[config.mk]
export PLATFORM = sky130hd
export DESIGN_NAME = display_scanner
export DESIGN_NICKNAME = d
export VERILOG_FILES = /design/src/rtl/display_pkg.sv /design/src/rtl/display_scanner_prescaler.sv /design/src/rtl/display_scanner.sv
export SDC_FILE = /design/constraint.sdc
export NUM_CORES = 1
export LEC_CHECK = 0
export BUFFER_PORTS_ARGS = -buffer_cell sky130_fd_sc_hd__buf_2
export CELL_PAD_IN_SITES_DETAIL_PLACEMENT = 0
export CELL_PAD_IN_SITES_GLOBAL_PLACEMENT = 1
export CORE_UTILIZATION = 47
export CTS_CLUSTER_SIZE = 12
export DETAILED_ROUTE_END_ITERATION = 12
export HOLD_SLACK_MARGIN = 0.05
export PLACE_DENSITY = 0.8
export REMOVE_ABC_BUFFERS = 1
export SYNTH_ARGS = -nofsm -noshare
export SYNTH_HDL_FRONTEND = slang
export SYNTH_SLANG_ARGS = --single-unit
[constraint.sdc]
create_clock -name clk -period 6.2 [get_ports clk]
set_input_delay 0.93 -clock clk [delete_from_list [all_inputs] [get_ports clk]]
set_output_delay 0.93 -clock clk [all_outputs]
set_load 0.01 [all_outputs]
[src/rtl/display_pkg.sv]
// Shared constants and types for the multiplexed hex display scanner.
package display_pkg;

  localparam int unsigned NUM_DIGITS = 4;
  localparam int unsigned HEX_W      = 4;
  localparam int unsigned VALUE_W    = 16;

  // One-hot digit select; DIG_NONE is the blanked (all digits off) select
  typedef enum logic [NUM_DIGITS-1:0] {
    DIG_NONE = 4'b0000,
    DIG_0    = 4'b0001,
    DIG_1    = 4'b0010,
    DIG_2    = 4'b0100,
    DIG_3    = 4'b1000
  } digit_sel_t;

  typedef logic [$clog2(NUM_DIGITS)-1:0] digit_idx_t;

  function automatic digit_sel_t digit_onehot(input digit_idx_t idx);
    digit_sel_t sel;
    sel = DIG_0;
    case (idx)
      2'd0: sel = DIG_0;
      2'd1: sel = DIG_1;
      2'd2: sel = DIG_2;
      2'd3: sel = DIG_3;
      default: sel = DIG_0;
    endcase
    return sel;
  endfunction

endpackage

[src/rtl/display_scanner_prescaler.sv]
// Dwell prescaler: counts 0..SCAN_DIV-1 and pulses tick at terminal count.
module scan_prescaler #(
  parameter int unsigned SCAN_DIV = 50000
) (
  input  logic clk,
  input  logic reset,
  output logic tick
);

  localparam int unsigned CNT_W = (SCAN_DIV > 1) ? $clog2(SCAN_DIV) : 1;
  localparam logic [CNT_W-1:0] TERMINAL = CNT_W'(SCAN_DIV - 1);

  logic [CNT_W-1:0] cnt;

  assign tick = (cnt == TERMINAL);

  // Free-running dwell counter, wraps to zero on terminal count
  always_ff @(posedge clk) begin
    if (reset || tick) begin
      cnt <= '0;
    end else begin
      cnt <= cnt + 1'b1;
    end
  end

endmodule

[src/rtl/display_scanner.sv]
// Four-digit multiplexed hex display scanner with frame-aligned value update.
// Optional leading-zero blanking: define DISPLAY_SCANNER_LZB_EN.
module display_scanner #(
  parameter int unsigned SCAN_DIV   = 50000,
  parameter int unsigned NUM_DIGITS = 4
) (
  input  logic                                   clk,
  input  logic                                   reset,
  input  logic                                   in_valid,
  input  logic [display_pkg::VALUE_W-1:0]        in_value,
  output logic                                   in_ready,
  output logic [display_pkg::HEX_W-1:0]          hex,
  output logic [display_pkg::NUM_DIGITS-1:0]     digit_en,
  output logic                                   frame_start
);

  import display_pkg::*;

  localparam digit_idx_t LAST_IDX = digit_idx_t'(NUM_DIGITS - 1);

  logic               tick;
  logic               wrap;
  logic               accept;
  digit_idx_t         idx;
  digit_idx_t         idx_next;
  logic [VALUE_W-1:0] disp;
  logic [VALUE_W-1:0] disp_next;
  logic [VALUE_W-1:0] pend;
  logic               pend_valid;
  logic [HEX_W-1:0]   hex_next;
  digit_sel_t         sel_next;

  scan_prescaler #(
    .SCAN_DIV(SCAN_DIV)
  ) u_prescaler (
    .clk  (clk),
    .reset(reset),
    .tick (tick)
  );

  assign wrap = tick && (idx == LAST_IDX);
  // Pending slot frees on the wrap tick, so a new value may land in the same cycle
  assign in_ready = !reset && (!pend_valid || wrap);
  assign accept   = in_valid && in_ready;

  // Next digit's select and nibble, taken from the display value it will show
  always_comb begin
    idx_next  = idx + 1'b1;
    disp_next = (wrap && pend_valid) ? pend : disp;
    hex_next  = '0;
    for (int unsigned i = 0; i < NUM_DIGITS; i++) begin
      if (idx_next == digit_idx_t'(i)) begin
        hex_next = disp_next[i*HEX_W +: HEX_W];
      end
    end
    sel_next = digit_onehot(idx_next);
`ifdef DISPLAY_SCANNER_LZB_EN
    // Digit 0 is never blanked so an all-zero value still shows "0"
    for (int unsigned i = 1; i < NUM_DIGITS; i++) begin
      if (idx_next == digit_idx_t'(i) && (disp_next >> (i*HEX_W)) == '0) begin
        sel_next = DIG_NONE;
        hex_next = '0;
      end
    end
`endif
  end

  // Scan position and registered display outputs, stepping on each tick
  always_ff @(posedge clk) begin
    if (reset) begin
      idx         <= '0;
      hex         <= '0;
      digit_en    <= DIG_0;
      frame_start <= 1'b0;
    end else begin
      frame_start <= wrap;
      if (tick) begin
        idx      <= idx_next;
        hex      <= hex_next;
        digit_en <= sel_next;
      end
    end
  end

  // Pending value drains into the display register only at frame wrap
  always_ff @(posedge clk) begin
    if (reset) begin
      disp       <= '0;
      pend       <= '0;
      pend_valid <= 1'b0;
    end else begin
      disp <= disp_next;
      if (accept) begin
        pend       <= in_value;
        pend_valid <= 1'b1;
      end else if (wrap) begin
        pend_valid <= 1'b0;
      end
    end
  end

endmodule

; Word-level counts from Yosys, hierarchy flattened
; Cells that the tools add are included.
[word_totals]
n_memories = 0
romBits = 0
word_cells = 33
in_bits = 19
latchBits = 0
ff_bits = 60
output_inout_bits = 10
ram_bits = 0
[classes]
order_cmp = 0
mux = 8
add_sub_neg = 2
n_reduce_logical = 10
bitwise = 0
eq_ne = 5
shift = 0
n_mul = 0
n_div = 0
[op_table]
columns = operator, n
row1 = $add 16x1->16 const B, 1
row2 = $eq 16x16->1 const B, 1
row3 = $mux 16, 1
row4 = $mux 4, 4
row5 = $pmux 4 s4, 1
row6 = $eq 2x2->1 const B, 3
row7 = $logic_and 1x1->1, 4
row8 = $add 2x1->2 const B, 1
row9 = $eq 2x1->1 const B, 1
row10 = $logic_not 1->1, 2
row11 = $logic_not 2->1, 1
row12 = $logic_or 1x1->1, 2
row13 = $mux 1, 2
row14 = $reduce_bool 2->1, 1

; Longest topological paths before layout
[depth]
ltp_word = 8
depth_mapped = 8
mapped_depth_nobuf = 7

; Cells and area by module
; Synthesis repeated with hierarchy kept, for this count alone.
[unflattened]
hier_cells = 267
area_unflattened_um2 = 2536.2
[modules_own_cells]
columns = module, n_inst, area_per_inst_um2, cells_each
row1 = display_scanner, 1, 1825.5, 186
row2 = scan_prescaler, 1, 710.7, 81

; Least setup slack after synthesis
; Ideal clock, no wire load.
[synth_path]
path_type = register to output
from = reg u_prescaler.cnt[4]
to = out in_ready
n_path_buf = 0
stages_incl_launch_ff = 5
t_arrival_ps = 1495
t_required_ps = 5270
path_slack_ps = 3775
path_cell_list = dfxtp_1 -> or4b_4 -> nor4_1 -> nand2_1 -> a21oi_2
[synth_via]
elab_chain_len = 4
[synth_lines]
columns = item, line_no
row1 = start: declaration, display_scanner_prescaler.sv:13  ; logic [CNT_W-1:0] cnt;
row2 = start signal: assignment, display_scanner_prescaler.sv:22  ; cnt <= cnt + 1'b1;
row3 = $eq 16x16->1, display_scanner_prescaler.sv:15  ; assign tick = (cnt == TERMINAL);
row4 = $logic_and 1x1->1, display_scanner.sv:41  ; assign wrap = tick && (idx == LAST_IDX);
row5 = $logic_or 1x1->1, display_scanner.sv:43  ; assign in_ready = !reset && (!pend_valid || wrap);
row6 = $logic_and 1x1->1, display_scanner.sv:43
row7 = end: declaration, display_scanner.sv:11  ; output logic in_ready,
; Every way passes these cells.

; Final worst setup path
; Ends and elaborated chain as after synthesis.

==> reports/results.ini <==
[critical_path]
reg2reg_depth = 6
slowest_delay_ns = 0.58
cp-start-kind = register
cp_max_fo = 5
worst_ep_arrival_time_ns = 2.05
path_class = reg -> out
path_cells = or4b_4 > nor4_1 > nand2_1 > a21oi_2 > buf_2
end_kind = output pin
required_ns = 5.27
crit_slowest_cell = or4b_4

[power_and_ir_drop]
power_frac_seq = 0.556
power.net_switching_mw = 0.1611
p_clk_frac = 0.401
combPwrFrac = 0.043
switching_share = 0.2231
p_int_mw = 0.5611
powerDensity_nw_per_um2 = 241.1
leakage_nw = 1.232
peakVddDrop_mv = 0.1783

[logic_synthesis]
synth_top_family_by_area = simple AND/OR/NAND/NOR gates
ys_seq_area_frac = 0.4486
synth.ff_latch_count = 60
postSynth.asyncResetShare = 0
synth_fa_ha_area_frac = 0.02804
synthMuxAreaShare = 0.09907
yosys_warnings = 0
ys_types = 39
synth-simple-area-share = 0.2570
synth_compound_area_frac = 0.08738
synth-edff-count = 0
avgSynthCellArea_um2 = 8.955
syn-cell-area_um2 = 2678
synthFlopType = dfxtp_1
syn_inst = 299
synth_xor_area_frac = 0.04579

[clock_network]
ctsLongestPathBuffers = 2
root_buffer = clkbuf_8
hold_buffers = 0
clk_latency_ns = 0.34
clock_sinks = 60
cts_setup_buffers = 0
cts_tree = yes
cts_htree_levels = 3
cts_resized = 0
path_clk_slew_ns = 0.06
cts_buffers = 9

[cells_and_area]
area_growth_pct = 11.87
nets = 348
layout-drive-gt1-share = 0.2055
n_antenna_cell = 0

[die]
fp-row-count = 27
die_h_um = 77.48
start_util = 0.4863
core_um2 = 5507
ios = 29
fp.dieW_um = 77.48
dieArea_um2 = 6003

[timing]
max_freq_mhz = 335.6
worst_pin_slew_ns = 0.9340
post-route-min-period_ns = 2.979
rsz0062_at_grt = false
maxSlewHeadroom = 0.3726
final.period_utilization = 0.4806
drv_slew = 0
finalClockSkew_ns = 0.009950
tns_ns = 0
finalSetupViolations = 0
hold_viol = 0
hold_ws_ns = 0.4448

[place]
dp_hpwl_um = 3546
portBuffers = 28
place_congestion = 0.7476

[route]
routed_wire_length_per_instance_um = 13.38
dr.max_layer_used = met4
dr_wl_met3_um = 257
route.met2.wl_um = 2237
wl_met1_um = 2770
wirelength_um = 5324
route.vias.total = 2062
drc_errors = 0
antenna_left = 0
vias_per_cell = 5.181
dr.pass1.iters = 4
drt_iter0_drc = 92

[global_route]
gr-total-overflow = 0
grt_util_all_layers = 0.1931
grt_max_degree = 51
antenna_found_initial = 0
grt_pass1_vias = 1902
grt_pass1_wl_um = 8832

[status]
status = finished, final reports clean

[hold_path]
whs_path_depth = 1
worstHoldPathType = reg -> reg

[job]
drv_cap = 0

-- path summary, 6_finish.rpt --
| path | from | end | slack, ns |
|---|---|---|---|
| hold reg to reg | u_prescaler.cnt[0]$_SDFF_PP0_ | u_prescaler.cnt[0]$_SDFF_PP0_ | 0.44 |
| setup reg to reg | u_prescaler.cnt[4]$_SDFF_PP0_ | hex[0]$_SDFFE_PP0P_ | 3.28 |
| setup / recovery | u_prescaler.cnt[4]$_SDFF_PP0_ | in_ready | 3.22 |
| hold / removal | u_prescaler.cnt[0]$_SDFF_PP0_ | u_prescaler.cnt[0]$_SDFF_PP0_ | 0.44 |
-- layer usage --
metal | up-vias | global-route usage
li1 | 1058 | -
met1 | 950 | 0.2509
met2 | 49 | 0.2832
met3 | 5 | 0.07647
met4 | 0 | 0.07925
met5 | - | 0
-- cell usage in the layout, fill, tap and decap left out, drive strengths merged, types with 6 or more instances in the layout --
| cell | instances |
|---|---|
| a21oi | 22 |
| clkbuf | 11 |
| dfxtp | 60 |
| buf | 29 |
| xnor2 | 6 |
| ha | 6 |
| and3 | 11 |
| nand3 | 10 |
| mux2i | 7 |
| xor2 | 8 |
| nand2 | 54 |
| mux2 | 17 |
| nor2b | 18 |
| nor2 | 27 |
-- worst max-delay path, delay by kind of cell, from the launching register on --
kind | cells | cell delay, ns
AO/OA/AOI/OAI | 1 | 0.19
buffers and inverters | 1 | 0.15
AND/OR/NAND/NOR | 3 | 1.03
flip-flops | 1 | 0.35
-- registers in the layout, indices dropped and copies added (netlist names) --
name             flops
disp                16
idx                  2
frame_start          1
u_prescaler.cnt     16
hex                  4
pend                16
digit_en             4
pend_valid           1
-- power groups by stage --
stage	sequential, mW	clock, mW	combinational [mW]
detailed placement	0.410	0	0.0313
CTS	0.402	0.297	0.0315
global placement	0.410	0	0.0304
floorplan	0.408	0	0.0176
global route	0.403	0.316	0.0344
finish	0.402	0.290	0.0308
-- Yosys cell counts, types with 2 or more instances --
master | count | area [um^2]
clkbuf_1 | 10 | 37.54
a2111oi_0 | 3 | 26.28
buf_2 | 4 | 20.02
nand2b_1 | 2 | 12.51
ha_1 | 6 | 75.07
o21ai_0 | 4 | 20.02
nand3_1 | 10 | 50.05
and2_1 | 2 | 12.51
nor2b_1 | 18 | 112.6
nor2_1 | 26 | 97.59
nand4_1 | 4 | 25.02
a31oi_1 | 4 | 25.02
nand2_1 | 52 | 195.2
a21oi_1 | 21 | 105.1
or4b_4 | 2 | 27.53
o2bb2ai_1 | 3 | 26.28
mux2_2 | 16 | 180.2
xnor2_1 | 6 | 52.55
dfxtp_1 | 60 | 1201
inv_1 | 4 | 15.01
mux2i_1 | 7 | 70.07
and3_1 | 11 | 68.82
xor2_1 | 8 | 70.07
-- kinds of logic after synthesis --
| logic type | after synthesis |
|---|---|
| flops | 60 |
| fa+ha+maj | 6 |
| compound gates | 38 |
| xor+xnor | 14 |
| buf+inv | 20 |
| mux | 24 |
| simple gates | 137 |
-- metrics by stage --
stage                     std cells  instance area, um^2  setup WS (ns)  total power, mW    util
after floorplan                 283                 2601          3.680           0.4256       -
after global placement          384                 2839          3.373           0.4408  0.5156
after detailed placement        384                 2839          3.311           0.4416  0.5156
after CTS                       398                 2995          3.193           0.7302  0.5440
after global routing            398                 2995          3.133           0.7533  0.5440
final                           398                 2995          3.221           0.7223  0.5440
-- cell type report --
class,count,area [um^2]
multi-input combinational,219,1385
inverter,4,15.01
clock inverter,3,15.01
sequential,60,1201
tap,72,90.09
timing repair buffer,29,147.6
clock buffer,11,141.4
fill,527,2511
No activity file was read; power rests on OpenSTA's default activity.
